$ cat config.mk
export PLATFORM = sky130hd
export DESIGN_NAME = palette_mapper
export DESIGN_NICKNAME = d
export VERILOG_FILES = /design/src/rtl/palette_pkg.sv /design/src/rtl/palette_rotator.sv /design/src/rtl/palette_mapper.sv
export SDC_FILE = /design/constraint.sdc
export NUM_CORES = 1
export LEC_CHECK = 0
export ABC_AREA = 1
export BUFFER_PORTS_ARGS = -buffer_cell sky130_fd_sc_hd__buf_2
export CAP_MARGIN = 20
export CORE_UTILIZATION = 57
export DETAILED_ROUTE_END_ITERATION = 16
export PLACE_DENSITY_LB_ADDON = 0.25
export SKIP_LAST_GASP = 1
export SLEW_MARGIN = 40
export SYNTH_ARGS = -nofsm -noshare
export SYNTH_HDL_FRONTEND = slang
export SYNTH_SLANG_ARGS = --single-unit
$ cat constraint.sdc
create_clock -name clk -period 1.6 [get_ports clk]
set_clock_uncertainty 0.1 [all_clocks]
set_input_delay 0.16 -clock clk [delete_from_list [all_inputs] [get_ports clk]]
set_output_delay 0.16 -clock clk [all_outputs]
set_load 0.03 [all_outputs]
$ cat src/rtl/palette_pkg.sv
// Shared constants for palette_mapper: default sizes, RGB packing helper
// and the 16-entry default palette.
package palette_pkg;

    localparam int DEF_GRAY_W = 4;
    localparam int DEF_CH_W   = 2;

    function automatic logic [5:0] rgb_entry(int r, int g, int b);
        return {r[1:0], g[1:0], b[1:0]};
    endfunction

    localparam logic [5:0] DEF_PAL [16] = '{
        rgb_entry(0, 0, 0), rgb_entry(0, 0, 2),
        rgb_entry(1, 0, 3), rgb_entry(2, 0, 3),
        rgb_entry(3, 2, 3), rgb_entry(3, 0, 2),
        rgb_entry(3, 0, 0), rgb_entry(3, 1, 1),
        rgb_entry(3, 2, 0), rgb_entry(3, 3, 1),
        rgb_entry(2, 3, 1), rgb_entry(0, 3, 0),
        rgb_entry(1, 3, 2), rgb_entry(1, 3, 3),
        rgb_entry(3, 3, 2), rgb_entry(3, 3, 3)
    };

endpackage

$ cat src/rtl/palette_rotator.sv
// Rotation offset register and effective palette index; entry 0 never
// rotates, the other entries cycle through 1..2**GRAY_W-1.
module palette_rotator #(
    parameter int GRAY_W = 4
) (
    input  logic              clk,
    input  logic              rst_n,
    input  logic              cycle_tick,
    input  logic [GRAY_W-1:0] gray,
    output logic [GRAY_W-1:0] eff
);

    localparam logic [GRAY_W:0] MODV = (GRAY_W+1)'(2**GRAY_W - 1);

    logic [GRAY_W-1:0] offset;
    logic [GRAY_W:0]   sum;

    always_ff @(posedge clk or negedge rst_n) begin
        if (!rst_n) begin
            offset <= '0;
        end else if (cycle_tick) begin
            offset <= offset + GRAY_W'(1);
        end
    end

    // sum never reaches 2*MODV, so one conditional subtract is the modulo
    always_comb begin
        sum = {1'b0, gray} - (GRAY_W+1)'(1) + {1'b0, offset};
        if (sum >= MODV) begin
            sum = sum - MODV;
        end
        eff = (gray == '0) ? '0 : GRAY_W'(sum) + GRAY_W'(1);
    end

endmodule

$ cat src/rtl/palette_mapper.sv
// Gray-index to RGB palette lookup with one registered output stage.
// Optional rotation is compiled in with macro PALETTE_CYCLE_EN.
module palette_mapper
    import palette_pkg::*;
#(
    parameter int GRAY_W = DEF_GRAY_W,
    parameter int CH_W   = DEF_CH_W
) (
    input  logic                clk,
    input  logic                rst_n,
    input  logic                in_valid,
    input  logic [GRAY_W-1:0]   in_gray,
    output logic                in_ready,
    output logic                out_valid,
    output logic [CH_W-1:0]     out_r,
    output logic [CH_W-1:0]     out_g,
    output logic [CH_W-1:0]     out_b,
    input  logic                out_ready,
    input  logic                wr_en,
    input  logic [GRAY_W-1:0]   wr_addr,
    input  logic [3*CH_W-1:0]   wr_data,
    input  logic                cycle_tick
);

    localparam int N  = 2**GRAY_W;
    localparam int EW = 3*CH_W;
    localparam int SH = (GRAY_W >= CH_W) ? GRAY_W - CH_W : 0;

    function automatic logic [EW-1:0] def_entry(int i);
        logic [CH_W-1:0] c;
        c = CH_W'(i >> SH);
        if (GRAY_W == DEF_GRAY_W && CH_W == DEF_CH_W) begin
            return EW'(DEF_PAL[i]);
        end
        return {c, c, c};
    endfunction

    logic [EW-1:0]     pal [N];
    logic [GRAY_W-1:0] eff_idx;
    logic [EW-1:0]     lookup;
    logic              accept;

`ifdef PALETTE_CYCLE_EN
    palette_rotator #(
        .GRAY_W(GRAY_W)
    ) u_rot (
        .clk       (clk),
        .rst_n     (rst_n),
        .cycle_tick(cycle_tick),
        .gray      (in_gray),
        .eff       (eff_idx)
    );
`else
    logic unused_tick;
    assign unused_tick = cycle_tick;
    assign eff_idx     = in_gray;
`endif

    assign in_ready = !out_valid || out_ready;
    assign accept   = in_valid && in_ready;
    // write-first: a same-edge write to the looked-up entry wins
    assign lookup   = (wr_en && wr_addr == eff_idx) ? wr_data : pal[eff_idx];

    always_ff @(posedge clk or negedge rst_n) begin
        if (!rst_n) begin
            for (int i = 0; i < N; i++) begin
                pal[i] <= def_entry(i);
            end
        end else if (wr_en) begin
            pal[wr_addr] <= wr_data;
        end
    end

    always_ff @(posedge clk or negedge rst_n) begin
        if (!rst_n) begin
            out_valid <= 1'b0;
            out_r     <= '0;
            out_g     <= '0;
            out_b     <= '0;
        end else if (accept) begin
            out_valid <= 1'b1;
            out_r     <= lookup[3*CH_W-1:2*CH_W];
            out_g     <= lookup[2*CH_W-1:CH_W];
            out_b     <= lookup[CH_W-1:0];
        end else if (out_ready) begin
            out_valid <= 1'b0;
        end
    end

endmodule

==> flow_metrics.env <==
export IMPL_slew_violations=0
export IMPL_finalCriticalPeriod_ns=1.376
export IMPL_insertion_delay_ns=0.37
export IMPL_num_rows=34
export IMPL_setup_slack_ns=0.2235
export IMPL_p_leak_nw=2.811
export IMPL_fill_cells=790
export IMPL_synth_avg_cell_area_um2=7.386
export IMPL_syn_instance_count=700
export IMPL_layout_drive_gt1_share=0.1766
export IMPL_grt_start_max_net_pins=39
export IMPL_power_total_mw=6.744
export IMPL_crit_top_cell="nand3_1"
export IMPL_ant_nets=0
export IMPL_hold_start="wr_data[2]"
export IMPL_critPathKind="reg -> reg"
export IMPL_core_area_um2=8763
export IMPL_area_delta_synth_final_pct=10.14
export IMPL_relSlewSlack=0.6938
export IMPL_finalSetupViolations=0
export IMPL_hpwlAfterDp_um=9061
export IMPL_drt_wl_total_um=12910
export IMPL_clockBufferDepth=2
export IMPL_nNetsFinal=740
export IMPL_post_drt_via_cell_ratio=5.407
export IMPL_syn_num_nets=720
export IMPL_finalHoldViolations=0
export IMPL_crit_cells=8
export IMPL_die_h_um=97.24
export IMPL_start_kind="flop"
export IMPL_initial_core_util=0.5899
export IMPL_place_area_um2=5466
export IMPL_hold_depth=3
export IMPL_crit_required_ns=1.81
export IMPL_numPortBuffers=26
export IMPL_cts_tree="built"
export IMPL_tightestPinTransition_ns=0.4593
export IMPL_synth_warnings=0
export IMPL_crit_path_max_incr_delay_ns=0.53
export IMPL_crit_buf_inv=1
export IMPL_crit_chain="inv_1 > nand2_1 > nand3_1 > nand3_1 > nand3_1 > nand3_1 > nand2_1 > nand2_1"
export IMPL_die_w_um=97.24
export IMPL_crit_path_end_kind="flop"
export IMPL_clk_pin_slew_worst_paths_ns=0.10
export IMPL_grt_first_pass_wirelength_um=21690
export IMPL_rr_worst_depth=8
export IMPL_postCtsHoldBufs=2
export IMPL_utilization=0.6498
export IMPL_clockRootBuffer="clkbuf_8"
export IMPL_path_max_fanout=2
export IMPL_cap_violations=0
export IMPL_post_place_ws_ns=0.1172
export IMPL_drt_pass1_iter_count=5
export IMPL_num_io_pins=28
export IMPL_grtUsageTotal=0.2942
export IMPL_path_delay_family="simple AND/OR/NAND/NOR gates"
export IMPL_dieArea_um2=9455
export IMPL_powerDensity_nw_per_um2=1184
export IMPL_overflow=0
export IMPL_fmax_mhz=726.5
export IMPL_mostFrequentLayoutCells="nand2_1 (236), o21ai_0 (96), inv_1 (85)"
export IMPL_holdWs_ns=0.02462
export IMPL_period_share=0.8603
export IMPL_cts_setup_buffers=0
export IMPL_cts_sinks=103
export IMPL_antenna_found_initial=0
export IMPL_final_setup_tns_ns=0
export IMPL_grt_setup_unrepaired="no"
export IMPL_post_route_drc_count=0
export IMPL_ys_types=15
export IMPL_final_common_cell="nand2_1"
export IMPL_postCtsResizedCells=0
export IMPL_wire_per_inst_um=15.50
export IMPL_arrival_ns=1.58
export IMPL_cts_htree_levels=3
export IMPL_synth_area_um2=5170
export IMPL_numCtsBuffers=9
export IMPL_startpoint="pal[7]$_DFFE_PN1P_"
export IMPL_ys_ff_latch=103
export IMPL_cp_slowest_cell="dfstp_2"
export IMPL_fin_area_um2=5694
export IMPL_gp_congestion=0.9957
export IMPL_first_global_vias=4305
export IMPL_seq_area_frac_synth=0.5119
export IMPL_vias=4504
export IMPL_antenna_cells=0
export IMPL_dr_first_iter_drc_count=373
export IMPL_r2r_start="pal[7]$_DFFE_PN1P_"
export IMPL_final_cells=833
export IMPL_ir_worst_vdd_mv=0.5971
export IMPL_hp_class="in -> reg"
export IMPL_dp_cells=815
export IMPL_status="complete, no violations"
cell type report:
class / instances / area, um^2 / share of cell area
Clock buffer: 11 / 151.4 / 0.02659
Clock inverter: 5 / 56.30 / 0.009888
Inverter: 88 / 330.3 / 0.05801
Multi-Input combinational cell: 466 / 2004 / 0.3520
Sequential cell: 103 / 2646 / 0.4647
Tap cell: 108 / 135.1 / 0.02373
Timing Repair Buffer: 52 / 370.4 / 0.06504
kinds of logic after synthesis:
family,Yosys count,synth area share
xor+xnor,3,0.005083
buf+inv,131,0.1009
simple gates,367,0.2892
flops,103,0.5119
compound gates,96,0.09293
state kept, by name (all words and copies together) (netlist names):
signal	count
out_b	2
out_g	2
out_r	2
out_valid	1
pal	96
cells in the mapped netlist:
library cell / n / share of area
buf_2: 21 / 0.020
buf_4: 1 / 0.0015
clkbuf_1: 21 / 0.015
dfrtp_1: 48 / 0.23
dfstp_2: 55 / 0.28
inv_1: 85 / 0.062
inv_2: 3 / 0.0022
nand2_1: 237 / 0.17
nand3_1: 77 / 0.075
nand3_2: 1 / 0.0019
nor2_1: 48 / 0.035
nor3_1: 2 / 0.0019
nor3_2: 2 / 0.0039
o21ai_0: 96 / 0.093
xor2_1: 3 / 0.0051
final timing paths:
check | end | slack (ns)
setup / recovery | out_b[1]$_DFFE_PN0P_ | 0.22
hold / removal | pal[26]$_DFFE_PN1P_ | 0.02
setup reg to reg | out_b[1]$_DFFE_PN0P_ | 0.22
hold reg to reg | out_g[1]$_DFFE_PN0P_ | 0.39
max in group asynchronous | pal[50]$_DFFE_PN1P_ | 0.61
min in group asynchronous | pal[6]$_DFFE_PN0P_ | 0.18
where the power goes:
group / internal (mW) / total [mW] / switching, mW
sequential: 3.39 / 3.62 / 0.233
combinational: 0.496 / 1.43 / 0.939
clock: 0.806 / 1.69 / 0.884
total: 4.69 / 6.74 / 2.06
tightest hold or removal path: stages:
cell     delay (ns)
buf_2          0.18
nand2_1        0.09
o21ai_0        0.07
routing by layer:
layer	vias to the layer above	global-route usage	routed length, um
met4	0	0.1165	333
met2	170	0.4388	5906
met5	-	0	0
li1	2203	-	-
met1	2103	0.4304	5806
met3	28	0.05108	867
Note: power is estimated with default switching activity, not from simulation.
